## src/rtl/spi_slave_if.sv

```systemverilog
// SPI slave bus bundle: serial pins, configuration, and the symbol-level
// data/status side seen by the local logic.
interface spi_slave_if #(
    parameter int DATA_BUS_WIDTH = 32
);
    logic                      sclk;
    logic                      scs;
    logic                      sin;
    logic                      sout;
    logic [1:0]                mode;
    logic                      bit_order;
    logic [5:0]                sym_size;
    logic [DATA_BUS_WIDTH-1:0] dout;
    logic [DATA_BUS_WIDTH-1:0] din;
    logic                      next;
    logic [15:0]               sym_cnt;
    logic                      busy;
    logic                      abort;

    modport slave (
        input  sclk, scs, sin, mode, bit_order, sym_size, dout,
        output sout, din, next, sym_cnt, busy, abort
    );

    modport master (
        output sclk, scs, sin, mode, bit_order, sym_size, dout,
        input  sout, din, next, sym_cnt, busy, abort
    );
endinterface

```

## src/rtl/spi_slave.sv

```systemverilog
// SPI slave, all four modes, MSB/LSB first, 1..32-bit symbols. The SPI pins
// are oversampled in the clk domain through 2-flop synchronizers.
module spi_slave #(
    parameter int DATA_BUS_WIDTH = 32
) (
    input  logic       clk,
    input  logic       rst,
    spi_slave_if.slave bus
);
    localparam int W = DATA_BUS_WIDTH;

    typedef enum logic [1:0] {IDLE, ACTIVE, WAIT_RELEASE} state_t;

    state_t         state_q, state_d;
    logic [2:0]     sclk_sync_q, sclk_sync_d;
    logic [2:0]     scs_sync_q, scs_sync_d;
    logic [1:0]     sin_sync_q, sin_sync_d;
    logic [1:0]     rst_flush_q, rst_flush_d;
    logic [1:0]     mode_q, mode_d;
    logic           lsb_q, lsb_d;
    logic [5:0]     size_q, size_d;
    logic [5:0]     bit_cnt_q, bit_cnt_d;
    logic [W-1:0]   tx_q, tx_d;
    logic [W-1:0]   rx_q, rx_d;
    logic [W-1:0]   din_q, din_d;
    logic [15:0]    sym_cnt_q, sym_cnt_d;
    logic           next_q, next_d;
    logic           abort_q, abort_d;
    logic           busy_q, busy_d;
    logic           sout_q, sout_d;
    logic           reload_q, reload_d;

    logic sclk_rise, sclk_fall, scs_rise, scs_fall, sin_s;
    logic lead_edge, trail_edge, sample_edge, shift_edge;
    logic [5:0] cfg_size, cfg_shamt, shamt;

    // Edges are taken between the synchronized stage and one stage later;
    // sin is read from the same synchronized stage so it lines up with sclk.
    assign sclk_rise   = sclk_sync_q[1] & ~sclk_sync_q[2];
    assign sclk_fall   = ~sclk_sync_q[1] & sclk_sync_q[2];
    assign scs_rise    = scs_sync_q[1] & ~scs_sync_q[2];
    assign scs_fall    = ~scs_sync_q[1] & scs_sync_q[2];
    assign sin_s       = sin_sync_q[1];
    assign lead_edge   = mode_q[1] ? sclk_fall : sclk_rise;
    assign trail_edge  = mode_q[1] ? sclk_rise : sclk_fall;
    assign sample_edge = mode_q[0] ? trail_edge : lead_edge;
    assign shift_edge  = mode_q[0] ? lead_edge : trail_edge;

    assign cfg_size  = ((bus.sym_size == 6'd0) || (bus.sym_size > 6'd32)) ? 6'd32 : bus.sym_size;
    assign cfg_shamt = 6'd32 - cfg_size;
    assign shamt     = 6'd32 - size_q;

    // MSB-first symbols are left-justified so the head bit is always the top bit.
    function automatic logic [W-1:0] align_tx(input logic [W-1:0] d, input logic lsb, input logic [5:0] sh);
        return lsb ? d : (d << sh);
    endfunction

    function automatic logic tx_head(input logic [W-1:0] t, input logic lsb);
        return lsb ? t[0] : t[W-1];
    endfunction

    function automatic logic [W-1:0] tx_shift(input logic [W-1:0] t, input logic lsb);
        return lsb ? (t >> 1) : (t << 1);
    endfunction

    // Next-state logic for synchronizers, transaction FSM and datapath.
    always_comb begin
        logic [W-1:0] tx_init;
        logic [W-1:0] tx_src;
        logic [W-1:0] rx_next;

        sclk_sync_d = {sclk_sync_q[1:0], bus.sclk};
        scs_sync_d  = {scs_sync_q[1:0], bus.scs};
        sin_sync_d  = {sin_sync_q[0], bus.sin};
        state_d     = state_q;
        rst_flush_d = rst_flush_q;
        mode_d      = mode_q;
        lsb_d       = lsb_q;
        size_d      = size_q;
        bit_cnt_d   = bit_cnt_q;
        tx_d        = tx_q;
        rx_d        = rx_q;
        din_d       = din_q;
        sym_cnt_d   = sym_cnt_q;
        next_d      = 1'b0;
        abort_d     = 1'b0;
        busy_d      = busy_q;
        sout_d      = sout_q;
        reload_d    = next_q;
        tx_init     = align_tx(bus.dout, bus.bit_order, cfg_shamt);
        tx_src      = reload_q ? align_tx(bus.dout, lsb_q, shamt) : tx_q;
        rx_next     = lsb_q ? {sin_s, rx_q[W-1:1]} : {rx_q[W-2:0], sin_s};

        unique case (state_q)
            IDLE: begin
                sout_d = 1'b0;
                // Right after reset the scs synchronizer still holds its idle
                // value; wait for it to flush so a held-low scs is not taken
                // as a fresh falling edge.
                if (rst_flush_q != 2'd0) begin
                    rst_flush_d = rst_flush_q - 2'd1;
                    if (!scs_sync_q[1]) begin
                        rst_flush_d = 2'd0;
                        state_d     = WAIT_RELEASE;
                    end
                end else if (scs_fall) begin
                    state_d   = ACTIVE;
                    mode_d    = bus.mode;
                    lsb_d     = bus.bit_order;
                    size_d    = cfg_size;
                    bit_cnt_d = '0;
                    sym_cnt_d = '0;
                    busy_d    = 1'b1;
                    if (!bus.mode[0]) begin
                        sout_d = tx_head(tx_init, bus.bit_order);
                        tx_d   = tx_shift(tx_init, bus.bit_order);
                    end else begin
                        tx_d   = tx_init;
                    end
                end
            end
            ACTIVE: begin
                if (scs_rise) begin
                    state_d = IDLE;
                    busy_d  = 1'b0;
                    sout_d  = 1'b0;
                    abort_d = (bit_cnt_q != 6'd0);
                end else begin
                    tx_d = tx_src;
                    if (shift_edge) begin
                        sout_d = tx_head(tx_src, lsb_q);
                        tx_d   = tx_shift(tx_src, lsb_q);
                    end
                    if (sample_edge) begin
                        rx_d = rx_next;
                        if (bit_cnt_q == size_q - 6'd1) begin
                            bit_cnt_d = '0;
                            next_d    = 1'b1;
                            din_d     = lsb_q ? (rx_next >> shamt) : (rx_next & ({W{1'b1}} >> shamt));
                            if (sym_cnt_q != 16'hFFFF) begin
                                sym_cnt_d = sym_cnt_q + 16'd1;
                            end
                        end else begin
                            bit_cnt_d = bit_cnt_q + 6'd1;
                        end
                    end
                end
            end
            WAIT_RELEASE: begin
                sout_d = 1'b0;
                if (scs_sync_q[1]) begin
                    state_d = IDLE;
                end
            end
            default: state_d = IDLE;
        endcase
    end

    // State registers with synchronous reset.
    always_ff @(posedge clk) begin
        if (rst) begin
            state_q     <= IDLE;
            sclk_sync_q <= '0;
            scs_sync_q  <= '1;
            sin_sync_q  <= '0;
            rst_flush_q <= 2'd3;
            mode_q      <= '0;
            lsb_q       <= 1'b0;
            size_q      <= 6'd32;
            bit_cnt_q   <= '0;
            tx_q        <= '0;
            rx_q        <= '0;
            din_q       <= '0;
            sym_cnt_q   <= '0;
            next_q      <= 1'b0;
            abort_q     <= 1'b0;
            busy_q      <= 1'b0;
            sout_q      <= 1'b0;
            reload_q    <= 1'b0;
        end else begin
            state_q     <= state_d;
            sclk_sync_q <= sclk_sync_d;
            scs_sync_q  <= scs_sync_d;
            sin_sync_q  <= sin_sync_d;
            rst_flush_q <= rst_flush_d;
            mode_q      <= mode_d;
            lsb_q       <= lsb_d;
            size_q      <= size_d;
            bit_cnt_q   <= bit_cnt_d;
            tx_q        <= tx_d;
            rx_q        <= rx_d;
            din_q       <= din_d;
            sym_cnt_q   <= sym_cnt_d;
            next_q      <= next_d;
            abort_q     <= abort_d;
            busy_q      <= busy_d;
            sout_q      <= sout_d;
            reload_q    <= reload_d;
        end
    end

    assign bus.sout    = sout_q;
    assign bus.din     = din_q;
    assign bus.next    = next_q;
    assign bus.sym_cnt = sym_cnt_q;
    assign bus.busy    = busy_q;
    assign bus.abort   = abort_q;
endmodule

```

## src/flat_wrapper.sv

```systemverilog
// flat-port wrapper written by rule: the top's interface ports become plain ports
module spi_slave_flat 
#(
    parameter int DATA_BUS_WIDTH = 32
)
  (clk, rst, bus_sclk, bus_scs, bus_sin, bus_mode, bus_bit_order, bus_sym_size, bus_dout, bus_sout, bus_din, bus_next, bus_sym_cnt, bus_busy, bus_abort);
  spi_slave_if #(.DATA_BUS_WIDTH(DATA_BUS_WIDTH)) bus_i ();
  input  logic clk;
  input  logic rst;
  input wire logic [$bits(bus_i.sclk)-1:0] bus_sclk;
  input wire logic [$bits(bus_i.scs)-1:0] bus_scs;
  input wire logic [$bits(bus_i.sin)-1:0] bus_sin;
  input wire logic [$bits(bus_i.mode)-1:0] bus_mode;
  input wire logic [$bits(bus_i.bit_order)-1:0] bus_bit_order;
  input wire logic [$bits(bus_i.sym_size)-1:0] bus_sym_size;
  input wire logic [$bits(bus_i.dout)-1:0] bus_dout;
  output wire logic [$bits(bus_i.sout)-1:0] bus_sout;
  output wire logic [$bits(bus_i.din)-1:0] bus_din;
  output wire logic [$bits(bus_i.next)-1:0] bus_next;
  output wire logic [$bits(bus_i.sym_cnt)-1:0] bus_sym_cnt;
  output wire logic [$bits(bus_i.busy)-1:0] bus_busy;
  output wire logic [$bits(bus_i.abort)-1:0] bus_abort;
  assign bus_i.sclk = bus_sclk;
  assign bus_i.scs = bus_scs;
  assign bus_i.sin = bus_sin;
  assign bus_i.mode = bus_mode;
  assign bus_i.bit_order = bus_bit_order;
  assign bus_i.sym_size = bus_sym_size;
  assign bus_i.dout = bus_dout;
  assign bus_sout = bus_i.sout;
  assign bus_din = bus_i.din;
  assign bus_next = bus_i.next;
  assign bus_sym_cnt = bus_i.sym_cnt;
  assign bus_busy = bus_i.busy;
  assign bus_abort = bus_i.abort;
  spi_slave #(.DATA_BUS_WIDTH(DATA_BUS_WIDTH)) u_core (.clk(clk), .rst(rst), .bus(bus_i));
endmodule
```

## config.mk

```make
export PLATFORM = sky130hd
export DESIGN_NAME = spi_slave_flat
export DESIGN_NICKNAME = d
export VERILOG_FILES = /design/src/rtl/spi_slave_if.sv /design/src/rtl/spi_slave.sv /design/src/flat_wrapper.sv
export SDC_FILE = /design/constraint.sdc
export NUM_CORES = 1
export LEC_CHECK = 0
export ABC_AREA = 1
export CAP_MARGIN = 20
export CORE_AREA = 8 8 161 163
export DETAILED_ROUTE_END_ITERATION = 10
export DIE_AREA = 0 0 169 171
export PLACE_DENSITY = 0.81
export SYNTH_ARGS = -nofsm -noshare
export SYNTH_HDL_FRONTEND = slang
export SYNTH_SLANG_ARGS = --single-unit
export TNS_END_PERCENT = 10
```

## constraint.sdc

```tcl
create_clock -name clk -period 3.61 [get_ports clk]
set_input_delay 0.361 -clock clk [delete_from_list [all_inputs] [get_ports clk]]
set_output_delay 0.361 -clock clk [all_outputs]
set_load 0.02 [all_outputs]
```

### Word level (Yosys, flattened, before mapping)

Index checks and enable logic that the tools add are counted.

* shifts and indexed selects: 4
* multiplexer cells: 51
* equal/unequal tests: 15
* add/sub/neg operators: 6
* reductions and logical operators: 19
* $lt $le $gt $ge: 1
* bitwise logic cells: 13

Operators with widths (number)
* $mux W32: 12
* $mux W16: 6
* $pmux W32 S2: 1
* $shl A32 B6 Y32: 2
* $mux W6: 6
* $and A32 B32 Y32: 1
* $pmux W16 S2: 1
* $shr A32 B6 Y32: 1
* $shr A32 B6 Y32 const A: 1
* $add A16 B1 Y16 const B: 1
* $ne A16 B16 Y1 const B: 1
* $reduce_and A4 Y1: 4
* $mux W1: 15
* $mux W2: 6
* $ne A2 B1 Y1 const B: 6
* $pmux W6 S2: 1
* $sub A6 B6 Y6 const A: 2
* $not A1 Y1: 8
* $reduce_and A7 Y1: 1
* $add A6 B1 Y6 const B: 1
* $eq A6 B6 Y1: 1
* $gt A6 B6 Y1 const B: 1
* $logic_not A6 Y1: 1
* $ne A3 B1 Y1 const B: 2
* 20 further kinds: 27

* output and inout bits: 52
* word-level logic and storage cells: 127
* register bits after elaboration: 144

### Longest topological paths before layout

Gate-level depths: netlist of the first run.

* depth in word-level cells: 11
* gate-level depth with buffers: 25

### Least setup slack after synthesis of the first run

No wires, ideal clock.

* path kind: register -> register
* start point: register u_core.size_q[0]
* end point: register u_core.din_q[1] (netlist: u_core.bus.din[1])
* path buffers: 7
* cell stages (with the launch flop): 19
* library setup time: 0.132 ns
* slack: 0.728 ns
* arrival time: 2.750 ns
* data required time: 3.478 ns
* cell sequence: dfxtp_1 > buf_6 > inv_4 > buf_6 > buf_4 > buf_4 > ha_1 > inv_1 > ha_1 > buf_2 > buf_1 > clkbuf_1 > nand3_1 > nand3_1 > nand3_1 > nand3_1 > nand2_1 > nand2_1 > a21oi_1

* cells in the longest elaborated chain, start to end: 4
* elaborated cells between the ends (all ways): 8
* those cells by class: 2 x add/sub; 1 x eq/ne; 2 x shift; 1 x mux; 1 x bitwise; 1 x reduce/logical

RTL lines
* from (decl): line spi_slave.sv:21 `logic [5:0] size_q, size_d;`
* from (signal assigned): line spi_slave.sv:188 `size_q <= size_d;`
* $sub A6 B6 Y6: line spi_slave.sv:51 `assign shamt = 6'd32 - size_q;`
* $shr A32 B6 Y32: line spi_slave.sv:139 `din_d = lsb_q ? (rx_next >> shamt) : (rx_next & ({W{1'b1}} >> shamt));`
* $and A32 B32 Y32: line spi_slave.sv:139
* $mux W32: line spi_slave.sv:139
* to (signal assigned): line spi_slave.sv:192 `din_q <= din_d;`
* to (decl): line spi_slave.sv:25 `logic [W-1:0] din_q, din_d;`

Several ways; a longest one is shown, not always the timed one.
A chain may end at the register's enable or synchronous reset.

### Final worst setup path of the first run

* start point: register u_core.lsb_q
* end point: register u_core.din_q[18] (netlist: u_core.bus.din[18])

* cells in the longest elaborated chain, start to end: 3
* elaborated cells between the ends (all ways): 4
* those cells by class: 1 x shift; 2 x mux; 1 x bitwise

RTL lines
* from (decl): line spi_slave.sv:20 `logic lsb_q, lsb_d;`
* from (signal assigned): line spi_slave.sv:187 `lsb_q <= lsb_d;`
* $mux W32: line spi_slave.sv:92 `rx_next = lsb_q ? {sin_s, rx_q[W-1:1]} : {rx_q[W-2:0], sin_s};`
* $shr A32 B6 Y32 / $and A32 B32 Y32 (equally long branches): line spi_slave.sv:139
* $mux W32 *: line spi_slave.sv:139

Mark *: on every way between the ends. The rest lies on a longest branch, timed or not.

==> results of run 1 <==
[final cells by class]
cell class	instances	area, µm²
clock buffer	17	425
clock inverter	15	189
fill	2179	7720
inverter	169	637
multi-input combinational	1987	9640
sequential	144	2890
tap	319	399
timing repair buffer	145	1360
[logic make-up (layout without fill, tap and decap cells)]
group / Yosys count / after routing / share of synthesized area
XOR/XNOR: 19 / 19 / 0.0132
AO/OA/AOI/OAI: 457 / 457 / 0.181
flip-flops: 144 / 144 / 0.206
multiplexers: 11 / 11 / 0.00786
adder cells (fa/ha/maj): 13 / 13 / 0.0116
buffers and inverters: 343 / 346 / 0.107
AND/OR/NAND/NOR: 1487 / 1487 / 0.474
[power by group]
group	switching (mW)	leakage (nW)	internal, mW
Combinational	1.74	5.30	0.744
Clock	0.942	0.298	0.946
Sequential	0.0847	1.17	1.71
Total	2.77	6.76	3.40
[sequential cells by signal (all words and copies together), names as in the netlist, 3 cells and up]
register and cells:
u_core.sclk_sync_q 3, u_core.rx_q 32, u_core.size_q 6, u_core.scs_sync_q 3, u_core.tx_q 32, u_core.bus.din 32, u_core.bus.sym_cnt 16, u_core.bit_cnt_q 6
[worst max-delay path, cell delays in order, from the launching register on]
cell and delay, ns:
dfxtp_4 0.60, inv_1 0.33, o21ai_0 0.56, o21ai_0 0.37, o21ai_0 0.33, nand2_1 0.15
nand2_1 0.09, nand2_1 0.08, o21ai_0 0.35, nand2_1 0.13, a21oi_1 0.13
[worst max-delay path by stage]
| stage | start | endpoint | slack (ns) | cells after the start |
|---|---|---|---|---|
| 6_report | u_core.lsb_q$_SDFFE_PP0P_ | u_core.bus.din[18]$_SDFFE_PP0P_ | 0.41 | 10 |
| 5_1_grt | u_core.size_q[1]$_SDFFE_PP0P_ | u_core.tx_q[14]$_SDFFE_PP0P_ | 0.21 | 14 |
| 4_1_cts | u_core.size_q[1]$_SDFFE_PP0P_ | u_core.tx_q[14]$_SDFFE_PP0P_ | 0.57 | 14 |
| 3_5_place_dp | bus_sym_size[5] | u_core.tx_q[11]$_SDFFE_PP0P_ | 0.51 | 14 |
| 3_3_place_gp | bus_sym_size[5] | u_core.tx_q[31]$_SDFFE_PP0P_ | 0.56 | 14 |
| 2_1_floorplan | u_core.size_q[0]$_SDFFE_PP0P_ | u_core.bus.din[1]$_SDFFE_PP0P_ | 0.73 | 18 |
[per-stage QoR]
step | hold slack [ns] | setup slack (ns) | cell area, µm² | total power [mW]
2_1_floorplan | 0.388 | 0.728 | 14000 | 3.49
6_report | 0.413 | 0.409 | 15500 | 6.17
4_1_cts | 0.413 | 0.565 | 15500 | 6.04
3_5_place_dp | 0.404 | 0.507 | 14900 | 4.17
5_1_grt | 0.428 | 0.207 | 15500 | 6.44
3_3_place_gp | 0.393 | 0.565 | 14900 | 4.14
[cell usage in the layout (no fill, tap or decap), drive strengths merged]
| cell type | count |
|---|---|
| nand2 | 741 |
| nand3 | 556 |
| a21oi | 220 |
| inv | 174 |
| o21ai | 149 |
| dfxtp | 144 |
| nor2 | 118 |
| clkdlybuf4s50 | 95 |
| o211ai | 63 |
| buf | 50 |
| or2 | 29 |
| clkbuf | 17 |
| nor3 | 17 |
| nand4 | 16 |
| ha | 13 |
| xor2 | 12 |
| mux2i | 11 |
| clkinv | 10 |
| a31oi | 8 |
| xnor2 | 7 |
| nand3b | 6 |
| a211oi | 4 |
| o22ai | 3 |
| o21a | 2 |
| o31ai | 2 |
| nor4 | 2 |
| a311oi | 2 |
| and2 | 1 |
| a41oi | 1 |
| a32oi | 1 |
| nor3b | 1 |
| o32ai | 1 |
| o311ai | 1 |
[routing by layer]
layer / part of all wire / wire length, µm / up-vias
li1: - / - / 8332
met1: 0.35 / 21200 / 8066
met2: 0.45 / 27200 / 1304
met3: 0.11 / 6340 / 380
met4: 0.089 / 5360 / 0
met5: 0 / 0 / -
==> impl_metrics.ini, run 1 <==
[outcome]
status = complete, no violations

[route]
wl_mm = 60.1
initialDrtViolationCount = 2853
vias = 18100
antenna_left = 0
drc = 0
wl_per_cell_um = 21.5
dr.pass1.iters = 7
vias_per_cell = 6.47

[synth]
synth_ff_type = dfxtp_1
yosysMostFrequentCell = nand2_1
synthTopCellsByCount = 728 x nand2_1, 552 x nand3_1, 219 x a21oi_1
synth_area_per_cell_um2 = 5.66
yosys_warnings = 0
yosysUniqueCellTypes = 52
synth_nets = 2533
synth_area_um2 = 14000
synth_edf_count = 0
synthTopCellsByArea = dfxtp_1 21%, nand3_1 20%, nand2_1 20%
ys_async_sr_fraction = 0
synth_area_leader_cell = dfxtp_1
ys_ff_latch = 144
synthCells = 2474
yosysSeqAreaShare = 0.206
synth.top_cell.area_share = 0.206

[grt]
grtUsageTotal = 0.406
grt_util_met3 = 0.0897
overflow = 0
top_usage_layer = met2
met2_usage = 0.670
met1_usage = 0.456
grt_pass1_vias = 16600
antenna_found_initial = 0
grt_max_degree = 83
grt_pass1_wl_mm = 92.5

[clocking]
cts_buffers = 17
cts_tree = built
ctsResizeCount = 0
root_buffer = clkbuf_16
cts_buffer_depth = 2
postCtsHoldBufs = 0
clock_latency_ns = 0.45
cts_setup_buffers = 0
clkTransAtPathRegs_ns = 0.07
htreeDepth = 4
cts.sinks = 144

[timing]
rsz0062_at_grt = no
period_minus_slack_ns = 3.20
hold_viol = 0
skew_ns = 0.0178
fmax_mhz = 312
setup_viol = 0
slew_headroom = 0.319
finalCritPeriodShare = 0.887
finalMaxSlewViolations = 0
setup_tns_ns = 0
tightest_slew_ns = 1.02

[place]
dp.cells = 2764
port_buffers = 97
routabilityCongestion = 1.08
dp_hpwl_mm = 42.2

[critical_path]
r2r-end = u_core.bus.din[18]$_SDFFE_PP0P_
critPathArrivalTime_ns = 3.57
reg2reg_slack_ns = 0.41
path_max_fanout = 33
timing.rr.start = u_core.lsb_q$_SDFFE_PP0P_
r2r_cells = 10
worstPathRequired_ns = 3.98
crit_path_end_kind = register
path_class = reg -> reg
startpoint_type = register

[layout]
drive_above_1_share = 0.0694
final_nets = 2523
area_growth_syn_to_layout_pct = 10.9
antennaDiodeCount = 0
stdcell_count = 2796
final_util = 0.668

[min_path]
worstHoldStart = u_core.sclk_sync_q[0]$_SDFF_PP0_
holdPathEnd = u_core.sclk_sync_q[1]$_SDFF_PP0_
hold_depth = 2
worstHoldPathType = reg -> reg

[floorplan]
rows = 56
core_um2 = 23300
die_area_um2 = 28900
chipHeight_um = 171
dieWidth_um = 169
start_util = 0.602
design.portCount = 98

[power_and_ir_drop]
power.leakage_nw = 6.76
power.density_nw_per_um2 = 397
max-vdd-ir-drop_v = 0.000325

[flow_run]
drv_cap = 0
No activity file was read; power rests on OpenSTA's default activity.
==> run 2: changes to the inputs <==
--- a/config.mk
+++ b/config.mk
@@ -7,10 +7,9 @@
 export LEC_CHECK = 0
 export ABC_AREA = 1
 export CAP_MARGIN = 20
-export CORE_AREA = 8 8 161 163
+export CORE_AREA = 8 8 186 188
 export DETAILED_ROUTE_END_ITERATION = 10
-export DIE_AREA = 0 0 169 171
-export PLACE_DENSITY = 0.81
+export DIE_AREA = 0 0 194 196
 export SYNTH_ARGS = -nofsm -noshare
 export SYNTH_HDL_FRONTEND = slang
 export SYNTH_SLANG_ARGS = --single-unit
==> run 2 against run 1 <==
Net effect: final cell count is 3.3% higher; setup slack got worse by 0.033 ns; sequential share of layout area shrank 0.14 points; die area rose by 32%; non-clock buffer count increased by 3; largest cell class unchanged.
==> impl_metrics.ini, run 2 (synthesis gave the netlist of run 1 again) <==
[layout]
final_nets = 2526
area_growth_syn_to_layout_pct = 11.7
final_util = 0.491
antennaDiodeCount = 0
layout_common_cells = 728 x nand2_1, 552 x nand3_1, 219 x a21oi_1, 158 x inv_1, 142 x dfxtp_1
layout_commonest_cell = nand2_1
drive_above_1_share = 0.0710

[power_and_ir_drop]
pwr-share-comb = 0.404
p_int_mw = 3.50
clkPwrFrac = 0.302
power.leakage_nw = 6.76
max-vdd-ir-drop_v = 0.000380
power.density_nw_per_um2 = 389
pwr-share-seq = 0.294
p_switching_mw = 2.59
p_sw_frac = 0.425

[grt]
grt_pass1_wl_mm = 93.0
grt_max_degree = 82
antenna_found_initial = 0
grt_pass1_vias = 15900
grtUsageTotal = 0.308
overflow = 0

[min_path]
worstHoldPathType = reg -> reg
worstHoldStart = u_core.sin_sync_q[0]$_SDFF_PP0_
hold_depth = 2

[timing]
slew_headroom = 0.322
finalMaxSlewViolations = 0
finalCritPeriodShare = 0.896
hold_viol = 0
fmax_mhz = 309
tightest_slew_ns = 1.02
rsz0062_at_grt = no
setup_viol = 0
setup_tns_ns = 0
period_minus_slack_ns = 3.23
skew_ns = 0.0128

[critical_path]
reg2reg_slack_ns = 0.38
timing.rr.start = u_core.size_q[0]$_SDFFE_PP0P_
cp-startpoint = u_core.size_q[0]$_SDFFE_PP0P_
critPathArrivalTime_ns = 3.61
path_class = reg -> reg
r2r-end = u_core.bus.din[16]$_SDFFE_PP0P_
r2r_cells = 13
worstPathRequired_ns = 3.99
startpoint_type = register
crit_path_end_kind = register
crit_end = u_core.bus.din[16]$_SDFFE_PP0P_
path_max_fanout = 23

[clocking]
clock_latency_ns = 0.45
clkTransAtPathRegs_ns = 0.07
cts_buffers = 17
cts_tree = built
htreeDepth = 4
cts.sinks = 144
cts_buffer_depth = 2
postCtsHoldBufs = 0
cts_setup_buffers = 0
root_buffer = clkbuf_16
ctsResizeCount = 0

[route]
initialDrtViolationCount = 2062
drc = 0
vias = 17400
dr.pass1.iters = 6
antenna_left = 0
wl_per_cell_um = 21.0
vias_per_cell = 6.02
wl_mm = 60.7

[floorplan]
chipHeight_um = 196
design.portCount = 98
core_um2 = 31900
start_util = 0.439
dieWidth_um = 194
die_area_um2 = 38000
rows = 66

[outcome]
status = complete, no violations

[place]
dp_hpwl_mm = 44.8
port_buffers = 97
routabilityCongestion = 1.01

[flow_run]
drv_cap = 0
run 2: final cells by class:
class                           count  area (µm²)
Fill cell                        3478       16200
Clock inverter                     15         175
Inverter                          169         637
Clock buffer                       17         425
Timing Repair Buffer              148        1370
Multi-Input combinational cell   1987        9650
Tap cell                          408         510
Sequential cell                   144        2890
run 2: worst min path at each step:
stage                                            end  slack [ns]
floorplan           u_core.sclk_sync_q[1]$_SDFF_PP0_        0.39
global placement     u_core.scs_sync_q[1]$_SDFF_PP1_        0.39
detailed placement   u_core.sin_sync_q[1]$_SDFF_PP0_        0.40
CTS                  u_core.sin_sync_q[1]$_SDFF_PP0_        0.41
global route        u_core.sclk_sync_q[1]$_SDFF_PP0_        0.43
finish               u_core.sin_sync_q[1]$_SDFF_PP0_        0.41
run 2: routing by layer:
metal  vias to the layer above  share of wire  global-route usage
met2                       868           0.46               0.509
met1                      7951           0.40               0.370
met5                         -              0                   0
met4                         0          0.072               0.202
li1                       8334              -                   -
met3                       228          0.074              0.0464
run 2: power groups by stage:
stage                     registers (mW)  clock network, mW  logic (mW)
after floorplan                     1.81                  0        1.68
after global placement              1.82                  0        2.39
after detailed placement            1.82                  0        2.40
after CTS                           1.79               1.88        2.40
after global routing                1.80               1.93        2.69
final                               1.79               1.84        2.46
run 2: worst max-delay path, cell delays in order (launching register included):
cell     delay (ns)
dfxtp_2        0.33
inv_4          0.19
ha_1           0.29
inv_1          0.07
ha_2           0.32
buf_4          0.23
xor2_1         0.10
nor3_1         0.14
nand3_1        0.15
nor2_4         0.19
nand2_4        0.14
nor3_4         0.49
o21ai_0        0.30
a21oi_1        0.18
run 2: through the flow:
stage	setup WS, ns	hold slack [ns]	cell area [µm²]	total power [mW]	instances
after floorplan	0.728	0.388	14000	3.49	2474
after global placement	0.460	0.393	15100	4.21	2856
after detailed placement	0.385	0.398	15100	4.22	2856
after CTS	0.368	0.407	15700	6.07	2888
after global routing	0.0784	0.425	15700	6.43	2888
final	0.376	0.406	15700	6.09	2888
